<file path="src/rtl/cascade_stage_sequencer_if.sv">
`default_nettype none
//------------------------------------------------------------------------------
// Module   : cascade_stage_sequencer_if
// Purpose  : Window control, parameter-memory read port, accumulator parameter
//            feed and stage-sum return of the cascade stage sequencer.
//            'master' is the sequencer's view; 'slave' is the surrounding logic.
// Revision : 1.0 - initial release
//------------------------------------------------------------------------------
interface cascade_stage_sequencer_if #(
   parameter int ADDR_W = 16
);
   // window control
   logic              start_i;
   logic              busy_o;
   // parameter memory
   logic              mem_rd_o;
   logic [ADDR_W-1:0] mem_addr_o;
   logic [31:0]       mem_rdata_i;
   logic              mem_rdata_val_i;
   // stage-sum accumulator
   logic              new_stage_o;
   logic [31:0]       thresholds_o;
   logic [1:0]        thresholds_type_o;
   logic              thresholds_val_o;
   logic [31:0]       stage_sum_i;
   logic              stage_sum_val_i;
   // decision
   logic              result_val_o;
   logic              result_pass_o;
   logic [7:0]        result_stage_o;

   modport master (
      input  start_i, mem_rdata_i, mem_rdata_val_i, stage_sum_i, stage_sum_val_i,
      output busy_o, mem_rd_o, mem_addr_o, new_stage_o, thresholds_o,
             thresholds_type_o, thresholds_val_o, result_val_o, result_pass_o,
             result_stage_o
   );

   modport slave (
      output start_i, mem_rdata_i, mem_rdata_val_i, stage_sum_i, stage_sum_val_i,
      input  busy_o, mem_rd_o, mem_addr_o, new_stage_o, thresholds_o,
             thresholds_type_o, thresholds_val_o, result_val_o, result_pass_o,
             result_stage_o
   );
endinterface
`default_nettype wire

</file>
<file path="src/rtl/cascade_stage_sequencer.sv">
`default_nettype none
//------------------------------------------------------------------------------
// Module   : cascade_stage_sequencer
// Purpose  : Walks the cascade parameter memory stage by stage, feeds alpha and
//            node-threshold words to the stage-sum accumulator one feature at a
//            time, compares each final stage sum against the stage threshold and
//            reports pass/reject for the current detection window.
// Revision : 1.0 - initial release
//------------------------------------------------------------------------------
module cascade_stage_sequencer #(
   parameter int STAGE_CNT = 22,
   parameter int ADDR_W    = 16,
   parameter int FEAT_W    = 12,
   parameter int BASE_ADDR = 0
) (
   input  logic                      clk_i,
   input  logic                      rst_i,
   cascade_stage_sequencer_if.master bus
);

   typedef enum logic [3:0] {
      IDLE     = 4'd0,
      RD_N     = 4'd1,
      RD_TH    = 4'd2,
      RD_LEFT  = 4'd3,
      RD_RIGHT = 4'd4,
      RD_NODE  = 4'd5,
      WAIT_SUM = 4'd6,
      DECIDE   = 4'd7,
      DONE     = 4'd8
   } state_t;

   localparam logic [1:0] TYPE_NODE  = 2'b00;
   localparam logic [1:0] TYPE_LEFT  = 2'b01;
   localparam logic [1:0] TYPE_RIGHT = 2'b10;

   state_t            state;
   state_t            state_nxt;

   logic              outstanding;   // one read in flight
   logic [ADDR_W-1:0] ptr;
   logic [FEAT_W-1:0] n_feat;
   logic [FEAT_W-1:0] feat_cnt;
   logic [FEAT_W-1:0] feat_nxt;
   logic [31:0]       stage_th;
   logic [31:0]       stage_sum;
   logic [7:0]        stage_idx;
   logic [31:0]       thr_word;
   logic [1:0]        thr_type;
   logic              thr_val;
   logic              res_pass;
   logic [7:0]        res_stage;

   logic              rd_state;
   logic              rd_req;
   logic              accept;
   logic              sum_take;
   logic              start_ok;
   logic              last_feat;
   logic              last_stage;
   logic              pass_stage;

   // IEEE-754 single a >= b using sign-magnitude ordering; both zeros compare equal
   function automatic logic fp_ge(input logic [31:0] a, input logic [31:0] b);
      logic a_zero;
      logic b_zero;
      a_zero = (a[30:0] == 31'd0);
      b_zero = (b[30:0] == 31'd0);
      if (a_zero && b_zero)
         return 1'b1;
      if (a[31] != b[31])
         return b[31];
      if (!a[31])
         return (a[30:0] >= b[30:0]);
      return (a[30:0] <= b[30:0]);
   endfunction

   assign rd_state   = (state == RD_N) || (state == RD_TH) || (state == RD_LEFT) ||
                       (state == RD_RIGHT) || (state == RD_NODE);
   // a new read is requested on the first cycle of every read state only
   assign rd_req     = rd_state && !outstanding;
   // data returning while nothing is outstanding is dropped here
   assign accept     = rd_state && outstanding && bus.mem_rdata_val_i;
   assign sum_take   = (state == WAIT_SUM) && bus.stage_sum_val_i;
   assign start_ok   = (state == IDLE) && bus.start_i;
   assign feat_nxt   = feat_cnt + FEAT_W'(1);
   assign last_feat  = (feat_nxt == n_feat);
   assign last_stage = (stage_idx == 8'(STAGE_CNT - 1));
   assign pass_stage = fp_ge(stage_sum, stage_th);

   assign bus.thresholds_o      = thr_word;
   assign bus.thresholds_type_o = thr_type;
   assign bus.thresholds_val_o  = thr_val;
   assign bus.result_pass_o     = res_pass;
   assign bus.result_stage_o    = res_stage;

   // state register
   always_ff @(posedge clk_i) begin
      if (rst_i)
         state <= IDLE;
      else
         state <= state_nxt;
   end

   // next-state and combinational handshake outputs
   always_comb begin
      state_nxt            = state;
      bus.busy_o           = 1'b0;
      bus.mem_rd_o         = 1'b0;
      bus.mem_addr_o       = '0;
      bus.new_stage_o      = 1'b0;
      bus.result_val_o     = 1'b0;

      if (rd_req) begin
         bus.mem_rd_o   = 1'b1;
         bus.mem_addr_o = ptr;
      end
      bus.busy_o = (state != IDLE) && (state != DONE);

      case (state)
         IDLE: begin
            if (bus.start_i)
               state_nxt = RD_N;
         end
         RD_N: begin
            if (accept) begin
               bus.new_stage_o = 1'b1;
               state_nxt       = RD_TH;
            end
         end
         RD_TH: begin
            if (accept)
               state_nxt = (n_feat == '0) ? DECIDE : RD_LEFT;
         end
         RD_LEFT: begin
            if (accept)
               state_nxt = RD_RIGHT;
         end
         RD_RIGHT: begin
            if (accept)
               state_nxt = RD_NODE;
         end
         RD_NODE: begin
            if (accept)
               state_nxt = WAIT_SUM;
         end
         WAIT_SUM: begin
            // next feature's alphas wait for this feature's sum
            if (sum_take)
               state_nxt = last_feat ? DECIDE : RD_LEFT;
         end
         DECIDE: begin
            if (!pass_stage || last_stage)
               state_nxt = DONE;
            else
               state_nxt = RD_N;
         end
         DONE: begin
            bus.result_val_o = 1'b1;
            state_nxt        = IDLE;
         end
         default: state_nxt = IDLE;
      endcase
   end

   // read tracking and parameter address pointer
   always_ff @(posedge clk_i) begin
      if (rst_i) begin
         outstanding <= 1'b0;
         ptr         <= ADDR_W'(BASE_ADDR);
      end else begin
         if (rd_req)
            outstanding <= 1'b1;
         else if (accept)
            outstanding <= 1'b0;

         if (start_ok)
            ptr <= ADDR_W'(BASE_ADDR);
         else if (accept)
            ptr <= ptr + ADDR_W'(1);
      end
   end

   // stage header, feature counter and stage sum capture
   always_ff @(posedge clk_i) begin
      if (rst_i) begin
         n_feat    <= '0;
         feat_cnt  <= '0;
         stage_th  <= '0;
         stage_sum <= '0;
         stage_idx <= '0;
      end else begin
         if (start_ok)
            stage_idx <= '0;
         if ((state == RD_N) && accept) begin
            n_feat   <= bus.mem_rdata_i[FEAT_W-1:0];
            feat_cnt <= '0;
         end
         if ((state == RD_TH) && accept) begin
            stage_th <= bus.mem_rdata_i;
            // an empty stage is judged on a sum of +0.0
            if (n_feat == '0)
               stage_sum <= '0;
         end
         if (sum_take) begin
            stage_sum <= bus.stage_sum_i;
            feat_cnt  <= feat_nxt;
         end
         if ((state == DECIDE) && pass_stage && !last_stage)
            stage_idx <= stage_idx + 8'd1;
      end
   end

   // parameter word presented to the accumulator one cycle after its return
   always_ff @(posedge clk_i) begin
      if (rst_i) begin
         thr_word <= '0;
         thr_type <= '0;
         thr_val  <= 1'b0;
      end else begin
         thr_val <= 1'b0;
         if (accept && ((state == RD_LEFT) || (state == RD_RIGHT) || (state == RD_NODE))) begin
            thr_word <= bus.mem_rdata_i;
            thr_val  <= 1'b1;
            case (state)
               RD_LEFT:  thr_type <= TYPE_LEFT;
               RD_RIGHT: thr_type <= TYPE_RIGHT;
               default:  thr_type <= TYPE_NODE;
            endcase
         end
      end
   end

   // decision registers, held from DONE until the next accepted start
   always_ff @(posedge clk_i) begin
      if (rst_i) begin
         res_pass  <= 1'b0;
         res_stage <= '0;
      end else begin
         if (start_ok) begin
            res_pass  <= 1'b0;
            res_stage <= '0;
         end else if (state == DECIDE) begin
            if (!pass_stage) begin
               res_pass  <= 1'b0;
               res_stage <= stage_idx;
            end else if (last_stage) begin
               res_pass  <= 1'b1;
               res_stage <= stage_idx;
            end
         end
      end
   end

endmodule
`default_nettype wire

</file>
<file path="src/flat_wrapper.sv">
// flat-port wrapper written by rule: the top's interface ports become plain ports
module cascade_stage_sequencer_flat 
#(
   parameter int STAGE_CNT = 22,
   parameter int ADDR_W    = 16,
   parameter int FEAT_W    = 12,
   parameter int BASE_ADDR = 0
)
  (clk_i, rst_i, bus_start_i, bus_mem_rdata_i, bus_mem_rdata_val_i, bus_stage_sum_i, bus_stage_sum_val_i, bus_busy_o, bus_mem_rd_o, bus_mem_addr_o, bus_new_stage_o, bus_thresholds_o, bus_thresholds_type_o, bus_thresholds_val_o, bus_result_val_o, bus_result_pass_o, bus_result_stage_o);
  cascade_stage_sequencer_if #(.ADDR_W(ADDR_W)) bus_i ();
  input  logic clk_i;
  input  logic rst_i;
  input wire logic [$bits(bus_i.start_i)-1:0] bus_start_i;
  input wire logic [$bits(bus_i.mem_rdata_i)-1:0] bus_mem_rdata_i;
  input wire logic [$bits(bus_i.mem_rdata_val_i)-1:0] bus_mem_rdata_val_i;
  input wire logic [$bits(bus_i.stage_sum_i)-1:0] bus_stage_sum_i;
  input wire logic [$bits(bus_i.stage_sum_val_i)-1:0] bus_stage_sum_val_i;
  output wire logic [$bits(bus_i.busy_o)-1:0] bus_busy_o;
  output wire logic [$bits(bus_i.mem_rd_o)-1:0] bus_mem_rd_o;
  output wire logic [$bits(bus_i.mem_addr_o)-1:0] bus_mem_addr_o;
  output wire logic [$bits(bus_i.new_stage_o)-1:0] bus_new_stage_o;
  output wire logic [$bits(bus_i.thresholds_o)-1:0] bus_thresholds_o;
  output wire logic [$bits(bus_i.thresholds_type_o)-1:0] bus_thresholds_type_o;
  output wire logic [$bits(bus_i.thresholds_val_o)-1:0] bus_thresholds_val_o;
  output wire logic [$bits(bus_i.result_val_o)-1:0] bus_result_val_o;
  output wire logic [$bits(bus_i.result_pass_o)-1:0] bus_result_pass_o;
  output wire logic [$bits(bus_i.result_stage_o)-1:0] bus_result_stage_o;
  assign bus_i.start_i = bus_start_i;
  assign bus_i.mem_rdata_i = bus_mem_rdata_i;
  assign bus_i.mem_rdata_val_i = bus_mem_rdata_val_i;
  assign bus_i.stage_sum_i = bus_stage_sum_i;
  assign bus_i.stage_sum_val_i = bus_stage_sum_val_i;
  assign bus_busy_o = bus_i.busy_o;
  assign bus_mem_rd_o = bus_i.mem_rd_o;
  assign bus_mem_addr_o = bus_i.mem_addr_o;
  assign bus_new_stage_o = bus_i.new_stage_o;
  assign bus_thresholds_o = bus_i.thresholds_o;
  assign bus_thresholds_type_o = bus_i.thresholds_type_o;
  assign bus_thresholds_val_o = bus_i.thresholds_val_o;
  assign bus_result_val_o = bus_i.result_val_o;
  assign bus_result_pass_o = bus_i.result_pass_o;
  assign bus_result_stage_o = bus_i.result_stage_o;
  cascade_stage_sequencer #(.STAGE_CNT(STAGE_CNT), .ADDR_W(ADDR_W), .FEAT_W(FEAT_W), .BASE_ADDR(BASE_ADDR)) u_core (.clk_i(clk_i), .rst_i(rst_i), .bus(bus_i));
endmodule
</file>
<file path="config.mk">
export PLATFORM = sky130hd
export DESIGN_NAME = cascade_stage_sequencer_flat
export DESIGN_NICKNAME = d
export VERILOG_FILES = /design/src/rtl/cascade_stage_sequencer_if.sv /design/src/rtl/cascade_stage_sequencer.sv /design/src/flat_wrapper.sv
export SDC_FILE = /design/constraint.sdc
export NUM_CORES = 1
export LEC_CHECK = 0
export ABC_AREA = 1
export CAP_MARGIN = 20
export CORE_MARGIN = 4
export CORE_UTILIZATION = 35
export DETAILED_ROUTE_END_ITERATION = 10
export GPL_TIMING_DRIVEN = 0
export PLACE_DENSITY = 0.55
export SYNTH_ARGS = -nofsm -noshare
export SYNTH_HDL_FRONTEND = slang
export SYNTH_SLANG_ARGS = --single-unit
export TNS_END_PERCENT = 1
</file>
<file path="constraint.sdc">
create_clock -name clk_i -period 2.4 [get_ports clk_i]
set_clock_uncertainty 0.2 [all_clocks]
set_input_delay 0.24 -clock clk_i [delete_from_list [all_inputs] [get_ports clk_i]]
set_output_delay 0.24 -clock clk_i [all_outputs]
set_load 0.03 [all_outputs]
</file>
# == Yosys cells after proc, flatten, opt, wreduce, memory -nomap -nowiden ==
# Index checks and enable logic that the tools add are counted.
# totals
inputBits,69
reg_bits,161
out_inout_bits,64
# op_classes
add_sub_neg,3
n_eq_ne,20
n_lt_le_gt_ge,2
reduce_logical,36
n_mux,43
# op_table
operator,n
2-to-1 mux 32 bit,3
zero test 31 bit,2
2-to-1 mux 4 bit,8
2-to-1 mux 8 bit,4
case mux 4 bit (8 select lines),1
greater-or-equal comparator 31 bit,1
less-or-equal comparator 31 bit,1
2-to-1 mux 12 bit,2
2-to-1 mux 1 bit,21
adder 16 x 1 -> 16 bit (second input constant),1
== test 4 x 3 -> 1 bit (second input constant),4
2-to-1 mux 16 bit,1
!= test 2 x 1 -> 1 bit (second input constant),7
adder 12 x 1 -> 12 bit (second input constant),1
== test 12 bit,1
logical AND 1 bit,12
zero test 12 bit,1
nonzero test 2 bit,5
adder 8 x 1 -> 8 bit (second input constant),1
== test 4 x 2 -> 1 bit (second input constant),2
== test 8 x 5 -> 1 bit (second input constant),1
logical OR 1 bit,7
AND reduction 7 bit,1
2-to-1 mux 3 bit,2
11 further kinds,14

# == Logic depth before layout (Yosys ltp) ==
# Gate-level depths: netlist of the first run.
# logic_depth
ltp_word,13
ltp_mapped,19
ltp_nobuf,19

# == Worst setup path before layout of the first run ==
# OpenSTA, ideal clock, no wires.
# synth_path
path_kind,flip-flop to output port
start,reg u_core.state[3]
end,out bus_mem_addr_o[10]
arrival_ns,2.021
path_stages_with_launch,9
path_buffers,1
setup_slack_ns,-0.061
path_cell_list,dfxtp_1 nor2_2 nand2_2 nand2_4 inv_1 nor2_1 inv_1 clkbuf_1 nor2_1
# synth_via
elab_chain_cells,7
# synth_rtl
item,line,text
from (decl),cascade_stage_sequencer.sv:37,state_t state;
from (signal assigned),cascade_stage_sequencer.sv:102,state <= state_nxt;
== test 4 x 1 -> 1 bit or == test 4 x 2 -> 1 bit (tied branches),cascade_stage_sequencer.sv:78,assign rd_state = (state == RD_N) || (state == RD_TH) || (state == RD_LEFT) ||
logical OR 1 bit (3 in a row),cascade_stage_sequencer.sv:78,
logical OR 1 bit (*),cascade_stage_sequencer.sv:79,(state == RD_RIGHT) || (state == RD_NODE);
logical AND 1 bit (*),cascade_stage_sequencer.sv:81,assign rd_req = rd_state && !outstanding;
2-to-1 mux 16 bit (*),cascade_stage_sequencer.sv:114,if (rd_req) begin
to (decl),flat_wrapper.sv:20,output wire logic [$bits(bus_i.mem_addr_o)-1:0] bus_mem_addr_o;
# Mark *: on every way between the ends. The rest lies on a longest branch, timed or not.

# == Final worst setup path of the first run ==
# layout_path
start,reg u_core.stage_th[30]
end,reg u_core.state[0]
# layout_via
elab_chain_cells,9
# layout_rtl
item,line,text
from (decl),cascade_stage_sequencer.sv:45,logic [31:0] stage_th;
from (signal assigned),cascade_stage_sequencer.sv:200,stage_th <= bus.mem_rdata_i;
greater-or-equal comparator 31 bit,cascade_stage_sequencer.sv:74,return (a[30:0] >= b[30:0]);
2-to-1 mux 1 bit,cascade_stage_sequencer.sv:73,if (!a[31])
2-to-1 mux 1 bit,cascade_stage_sequencer.sv:75,return (a[30:0] <= b[30:0]);
2-to-1 mux 1 bit,cascade_stage_sequencer.sv:73,
2-to-1 mux 1 bit (*),cascade_stage_sequencer.sv:71,if (a[31] != b[31])
zero test 1 bit (*),cascade_stage_sequencer.sv:153,if (!pass_stage || last_stage)
logical OR 1 bit (*),cascade_stage_sequencer.sv:153,
2-to-1 mux 4 bit (*),cascade_stage_sequencer.sv:153,
case mux 4 bit (8 select lines) (*),cascade_stage_sequencer.sv:120,case (state)
# Marked as above.
# A chain may end at the register's enable or synchronous reset.

==> metrics.csv, run 1 <==
stage;metric;value;unit
run_status;status;completed;
flow_run;cap_violations;0;
yosys;synth_compound_area_share;15.4;%
route;routedWlPerCell;14.8;um
clocking;cts_tree;built;
clocking;htreeDepth;4;
worst_setup_path;critPathMostFrequentCell;nand2_1;
final_layout;post-route-cell-area;0.0103;mm2
yosys;ys_warn_count;0;
global_route;globalRouteOverflowTotal;0;
global_route;grt_pass1_vias;6850;
power_and_ir_drop;leakage;3.92;nW
yosys;synth.distinct_cells;38;
worst_setup_path;startpoint_type;flip-flop;
yosys;synth_top_area_share;42.5;%
global_route;antenna_found_initial;0;
sta;rsz0062_at_grt;yes;
sta;finalCritPeriodShare;97.3;%
yosys;yosysTopAreaCell;dfxtp_1;
worst_setup_path;path_max_fanout;5;
yosys;synth-simple-area-share;25.9;%
yosys;synth_top_family_by_area;simple AND/OR/NAND/NOR gates;
sta;worst_pin_slew;0.689;ns
worst_setup_path;r2r_cells;15;
yosys;synth-edff-count;0;
worst_setup_path;r2r_slack;0.07;ns
die;die_y;155;um
worst_setup_path;crit_family;simple AND/OR/NAND/NOR gates;
final_layout;drive_above_1_share;13.5;%
sta;setup_slack;0.0653;ns
route;drt_iter0_drc;417;
worst_setup_path;r2r_start;u_core.stage_th[30];
worst_setup_path;worst-setup-path-type;flip-flop to flip-flop;
final_layout;finalNetCount;1310;
yosys;synth.area.top_cells;dfxtp_1 42%, nand2_1 13%, a21oi_1 10%;
yosys;async_flop_share;0;%
die;die_x;155;um
yosys;synth_xor_xnor_area_share;2.26;%
global_route;gr-usage-all-layers;18.2;%
clocking;cts.sink_count;161;
yosys;muxShareOfSynthArea;0;%
power_and_ir_drop;powerDensity;673;mW/mm2
placed_design;gp_congestion;0.878;
placed_design;dp_hpwl;16.8;mm
sta;finalHoldViolations;0;
clocking;clock_path_buffers;2;
hold_path;hold_path_depth;3;
worst_setup_path;slowest_delay;0.37;ns
sta;maxSlewHeadroom;54.1;%
power_and_ir_drop;ir_drop;0.471;mV
clocking;numCtsBuffers;17;
die;fp-row-count;53;
global_route;grt_start_max_net_pins;17;
worst_setup_path;cp.required;2.55;ns
worst_setup_path;end_kind;flip-flop;
yosys;syn_inst;1050;
hold_path;min_to;u_core.stage_sum[26];
placed_design;dpl_worst_slack;-0.601;ns
yosys;synth_ff_type;dfxtp_1;
route;num_vias;7142;
worst_setup_path;crit_buf_inv;2;
die;start_util;35.9;%
sta;post-route-min-period;2.33;ns
final_layout;antenna_cells;0;
yosys;syn_nets;1154;
route;first_pass_iters;5;
hold_path;hold_class;primary input to flip-flop;
yosys;avgSynthCellArea;7.22;um2
die;die-area;0.0241;mm2
placed_design;portBuffers;132;
route;ant_nets;0;
route;drc;0;
worst_setup_path;arrival;2.48;ns
sta;setup_viol;0;
route;via_per_inst;4.78;
placed_design;placed_area;0.00925;mm2
die;core;0.0212;mm2
worst_setup_path;crit_slowest_cell;dfxtp_4;
final_layout;syn2layout_area_growth;35.4;%
worst_setup_path;crit_chain;inv_1 -> ha_4 -> nand2_1 -> nor2_2 -> nand3_2 -> nor3b_2 -> nand2_1 -> nand3_1 -> nand2_2 -> nand3_4 -> nand3_4 -> buf_4 -> nand2_1 -> nand2_1 -> a21oi_1;
clocking;clock-root-buffer;clkbuf_16;
worst_setup_path;regToRegEndpoint;u_core.state[0];
hold_path;min_from;bus_stage_sum_i[26];
global_route;grt_pass1_wl;35.2;mm
die;io_pins;133;
route;drt_wl_total;22.1;mm
yosys;synth-seq-cells;161;
sta;slew_viol_final;0;
sta;max_clock_freq;0.428;GHz
clocking;clk_latency;0.43;ns
yosys;synth-adder-area-share;5.77;%
yosys;syn_area;0.00759;mm2
clocking;clk_pin_slew;0.06;ns
yosys;ys_seq_area_share;42.5;%
==> worst max path at each step <==
stage | startpoint | end | slack [ns] | cells after the start
2_1_floorplan | u_core.state[3] | bus_mem_addr_o[10] | -0.06 | 8
5_1_grt | u_core.stage_th[30] | u_core.stage_idx[5] | -0.11 | 15
3_3_place_gp | bus_mem_rdata_val_i | bus_new_stage_o | -0.60 | 9
6_report | u_core.stage_th[30] | u_core.state[0] | 0.07 | 15
4_1_cts | u_core.stage_th[30] | u_core.stage_idx[0] | -0.04 | 15
3_5_place_dp | bus_mem_rdata_val_i | bus_new_stage_o | -0.60 | 9
==> cell type report <==
| cell class | count | area, um2 |
|---|---|---|
| fillers | 2153 | 10900 |
| multi-input cells | 727 | 4080 |
| flip-flops and latches | 161 | 3240 |
| repair buffers | 137 | 1320 |
| inverters | 124 | 485 |
| clock buffers | 21 | 470 |
| well taps | 275 | 344 |
| plain buffers | 38 | 178 |
| clock inverters | 11 | 153 |
==> metrics by stage <==
step	hold slack (ns)	cells	setup TNS, ns	total power [mW]	utilization, %
after floorplan	0.184	1050	-0.610	3.55	-
after detailed placement	0.254	1457	-19.93	3.98	43.7
after global placement	0.249	1457	-20.10	3.97	43.7
final	0.165	1494	0	6.91	48.6
after global routing	0.166	1494	-1.32	7.23	48.6
after CTS	0.154	1489	-0.123	6.89	47.0
==> cells by family after synthesis <==
family                     Yosys count
AOI/OAI and AO/OA                  228
adders and majority gates           35
DFF                                161
and+or+nand+nor                    446
buffers and inverters              162
xor gates and xnor gates            18
==> where the power goes <==
part           total [mW]  internal (mW)  switching [mW]
sequential           2.80           2.74          0.0592
combinational        1.25          0.457           0.794
clock                2.86           1.73            1.13
==> flip-flops by register name, indices dropped and copies added, names as in the netlist <==
register and cells:
u_core.bus.thresholds_type_o 2, u_core.n_feat 12, u_core.stage_th 32, u_core.bus.result_pass_o 1
u_core.stage_sum 32, u_core.state 4, u_core.bus.result_stage_o 8, u_core.stage_idx 8
u_core.feat_cnt 12, u_core.outstanding 1, u_core.ptr 16, u_core.bus.thresholds_val_o 1
u_core.bus.thresholds_o 32
==> cells in the mapped netlist, types with 2 or more instances <==
cell,n
nand2_1,266
dfxtp_1,161
a21oi_1,155
inv_1,119
nor2_1,75
o21ai_0,63
ha_1,35
nand3_1,32
clkbuf_1,28
nor4_1,16
nand4_1,15
xor2_1,13
nor3_1,11
buf_2,10
nand2_2,6
nor2_2,4
nor2_4,4
xnor2_1,4
a21o_1,3
inv_2,3
nand2_4,3
nand3_2,3
nor3b_1,3
or2_2,3
a221oi_1,2
==> worst min-delay path, stage by stage <==
cell,delay (ns)
clkdlybuf4s50_1,0.39
nand2_1,0.06
a21oi_1,0.05
==> what timing repair did <==
item	in CTS	in global routing
pin swaps	1	11
resized for setup	108	83
setup endpoints to repair	107	110
setup buffers	0	5
hold buffers	0	0
==> placed cells by master, fill, tap and decap left out, drive strengths merged <==
cell type      count
o21ai             64
buf               28
a21o               3
xor2              13
bufinv             3
o21bai             1
o21a               1
ha                35
dlygate4sd2        1
a21oi            156
clkinv             9
dfxtp            161
nor3              13
xnor3              1
clkbuf            53
nor3b              3
nand3             35
clkdlybuf4s50    114
xnor2              4
nor4b              1
o211ai             1
nand4             16
nand2            275
inv              123
nor2              83
nor4              16
a221oi             2
or2                4
==> per-layer routing <==
| layer | share of wire (%) | vias up | GRT usage, % |
|---|---|---|---|
| met5 | 0 | - | 0 |
| met4 | 1.3 | 0 | 5.38 |
| met3 | 5.9 | 27 | 4.73 |
| met2 | 44 | 157 | 27.7 |
| met1 | 49 | 3220 | 25.5 |
| li1 | - | 3738 | - |
Note: power is estimated with default switching activity, not from simulation.
==> run 2, diff against run 1 <==
Settings changed: GPL_TIMING_DRIVEN 0 to unset, SKIP_LAST_GASP set to 1.
==> run 2 against run 1 <==
  * Sequential power is essentially flat
  * Non-clock buffer count increased by 22
  * Highest routed layer unchanged
  * Die area did not move
  * Worst setup slack better by 0.033 ns
  * Critical path depth fell by 6
  * Clock power shrank 4%
  * Via count is 1.5% higher
  * Clock-buffer cell count is 3 higher
  * Cell count increased by 1.5%
  * Register-to-register slack better by 0.03 ns
==> metrics.csv, run 2 (synthesized netlist as in run 1, its figures left out) <==
stage;metric;value;unit;change
final_layout;mostFrequentLayoutCell;nand2_1;;
worst_setup_path;cp.required;1.96;ns;-0.59 ns
clocking;numCtsBuffers;17;;unchanged
sta;worst_pin_slew;0.628;ns;-0.0608 ns
placed_design;gp_congestion;0.846;;-3.7%
power_and_ir_drop;leakage;4.15;nW;+5.8%
global_route;antenna_found_initial;0;;unchanged
global_route;grt_pass1_wl;34.3;mm;-2.7%
die;die_x;155;um;unchanged
die;core;0.0212;mm2;unchanged
final_layout;antenna_cells;0;;unchanged
run_status;status;completed;;
clocking;cts.sink_count;161;;unchanged
final_layout;nFillCells;2073;;-3.7%
die;start_util;35.9;%;unchanged
route;ant_nets;0;;unchanged
global_route;grt_start_max_net_pins;54;;+37
placed_design;portBuffers;132;;unchanged
placed_design;dpl_worst_slack;-0.105;ns;+0.497 ns
worst_setup_path;worst-setup-path-type;flip-flop to primary output;;
route;via_per_inst;4.78;;about the same
sta;maxSlewHeadroom;58.1;%;+4.1 points
global_route;grt_pass1_vias;6833;;-0.25%
worst_setup_path;startpoint_type;flip-flop;;
die;die_y;155;um;unchanged
clocking;clk_latency;0.42;ns;about the same
final_layout;utilization;50.7;%;+2.1 points
hold_path;hold_path_depth;3;;unchanged
sta;setup_slack;0.0983;ns;+0.0330 ns
worst_setup_path;end_kind;primary output;;
route;routedWlPerCell;14.3;um;-3.1%
die;die-area;0.0241;mm2;unchanged
final_layout;finalNetCount;1333;;+1.8%
worst_setup_path;r2r_cells;17;;+2
die;fp-row-count;53;;unchanged
final_layout;final_cells;1517;;+1.5%
clocking;clk_pin_slew;0.06;ns;about the same
clocking;clock_path_buffers;2;;unchanged
die;io_pins;133;;unchanged
placed_design;dp_hpwl;15.8;mm;-5.8%
worst_setup_path;path_max_fanout;16;;+11
sta;finalCritPeriodShare;95.9;%;-1.4 points
sta;max_clock_freq;0.434;GHz;+1.4%
route;drc;0;;unchanged
hold_path;hold_class;primary input to flip-flop;;
route;drt_iter0_drc;360;;-14%
route;first_pass_iters;4;;-1
worst_setup_path;arrival;1.86;ns;-0.62 ns
power_and_ir_drop;ir_drop;0.441;mV;-6.4%
route;num_vias;7252;;+1.5%
clocking;htreeDepth;4;;unchanged
global_route;globalRouteOverflowTotal;0;;unchanged
global_route;gr-usage-all-layers;17.5;%;-0.70 points
power_and_ir_drop;powerDensity;636;mW/mm2;-5.4%
power_and_ir_drop;total_power;6.82;mW;-1.3%
sta;finalHoldViolations;0;;unchanged
clocking;cts_tree;built;;
final_layout;drive_above_1_share;20.0;%;+6.6 points
sta;slew_viol_final;0;;unchanged
flow_run;cap_violations;0;;unchanged
route;drt_wl_total;21.7;mm;-1.6%
final_layout;syn2layout_area_growth;41.3;%;
sta;post-route-min-period;2.30;ns;-0.0330 ns
clocking;clock-root-buffer;clkbuf_16;;
sta;setup_viol;0;;unchanged
placed_design;placedCellCount;1481;;+1.6%
sta;rsz0062_at_grt;yes;;
final_layout;layout_common_cells;247 x nand2_1, 149 x a21oi_1, 137 x dfxtp_1;;
-- run 2: changes by cell type in the layout (fill, tap and decap cells not counted), moves of 9 or more --
cell,before,now
nand2_2,14,24
nand2_1,256,247
clkbuf_1,24,3
buf_4,12,78
buf_2,10,1
dfxtp_2,14,24
dfxtp_1,146,137
clkbuf_2,9,0
-- run 2: where the power goes --
| group | leakage, nW | total (mW) | switching [mW] | internal (mW) |
|---|---|---|---|---|
| registers | 1.31 | 2.80 | 0.0554 | 2.74 |
| clock network | 0.286 | 2.74 | 1.10 | 1.64 |
| logic | 2.56 | 1.28 | 0.806 | 0.474 |
-- run 2: stage by stage --
stage	hold slack (ns)	area, um2	setup TNS, ns
3_3_place_gp	0.251	9560	-0.525
2_1_floorplan	0.184	7590	-0.610
6_report	0.170	10700	0
4_1_cts	0.155	10200	-2.60
3_5_place_dp	0.255	9560	-1.02
5_1_grt	0.166	10700	-0.428
-- run 2: path summary, 6_finish.rpt --
| path | startpoint | end | slack [ns] |
|---|---|---|---|
| setup / recovery | u_core.state[2] | bus_mem_addr_o[7] | 0.1 |
| hold / removal | bus_stage_sum_i[6] | u_core.stage_sum[6] | 0.17 |
| setup reg to reg | u_core.stage_th[12] | u_core.bus.result_stage_o[5] | 0.1 |
| hold reg to reg | u_core.bus.thresholds_o[5] | u_core.bus.thresholds_o[5] | 0.26 |
-- run 2: critical path: stages, from the launching register on --
cell and delay (ns):
dfxtp_2 0.36, inv_1 0.09, nor2_4 0.12, nand2_2 0.08, nand2_4 0.09, inv_1 0.06, nor2_2 0.19, inv_4 0.12
nor2_1 0.14, buf_4 0.18
-- run 2: metal layers --
layer	share of wire, %	vias to the layer above	track usage [%]
li1	-	3786	-
met2	46	127	28.2
met4	0.73	0	3.58
met3	4.5	9	4.28
met1	48	3330	24.0
met5	0	-	0
-- run 2: cell type report --
cell class | instances | area, um2 | area share, %
clock buffer | 24 | 492 | 4.59
clock inverter | 8 | 103 | 0.957
inverter | 124 | 495 | 4.62
multi-input combinational | 728 | 4230 | 39.5
sequential | 161 | 3250 | 30.4
tap | 275 | 344 | 3.21
timing repair buffer | 197 | 1800 | 16.8
-- run 2: what timing repair did --
item,CTS,global route
setup buffers,0,2
setup endpoints to repair,34,37
pin swaps,0,27
resized for setup,1,129
hold buffers,1,0
endpoints found under the hold margin,5,0
cloned,0,1
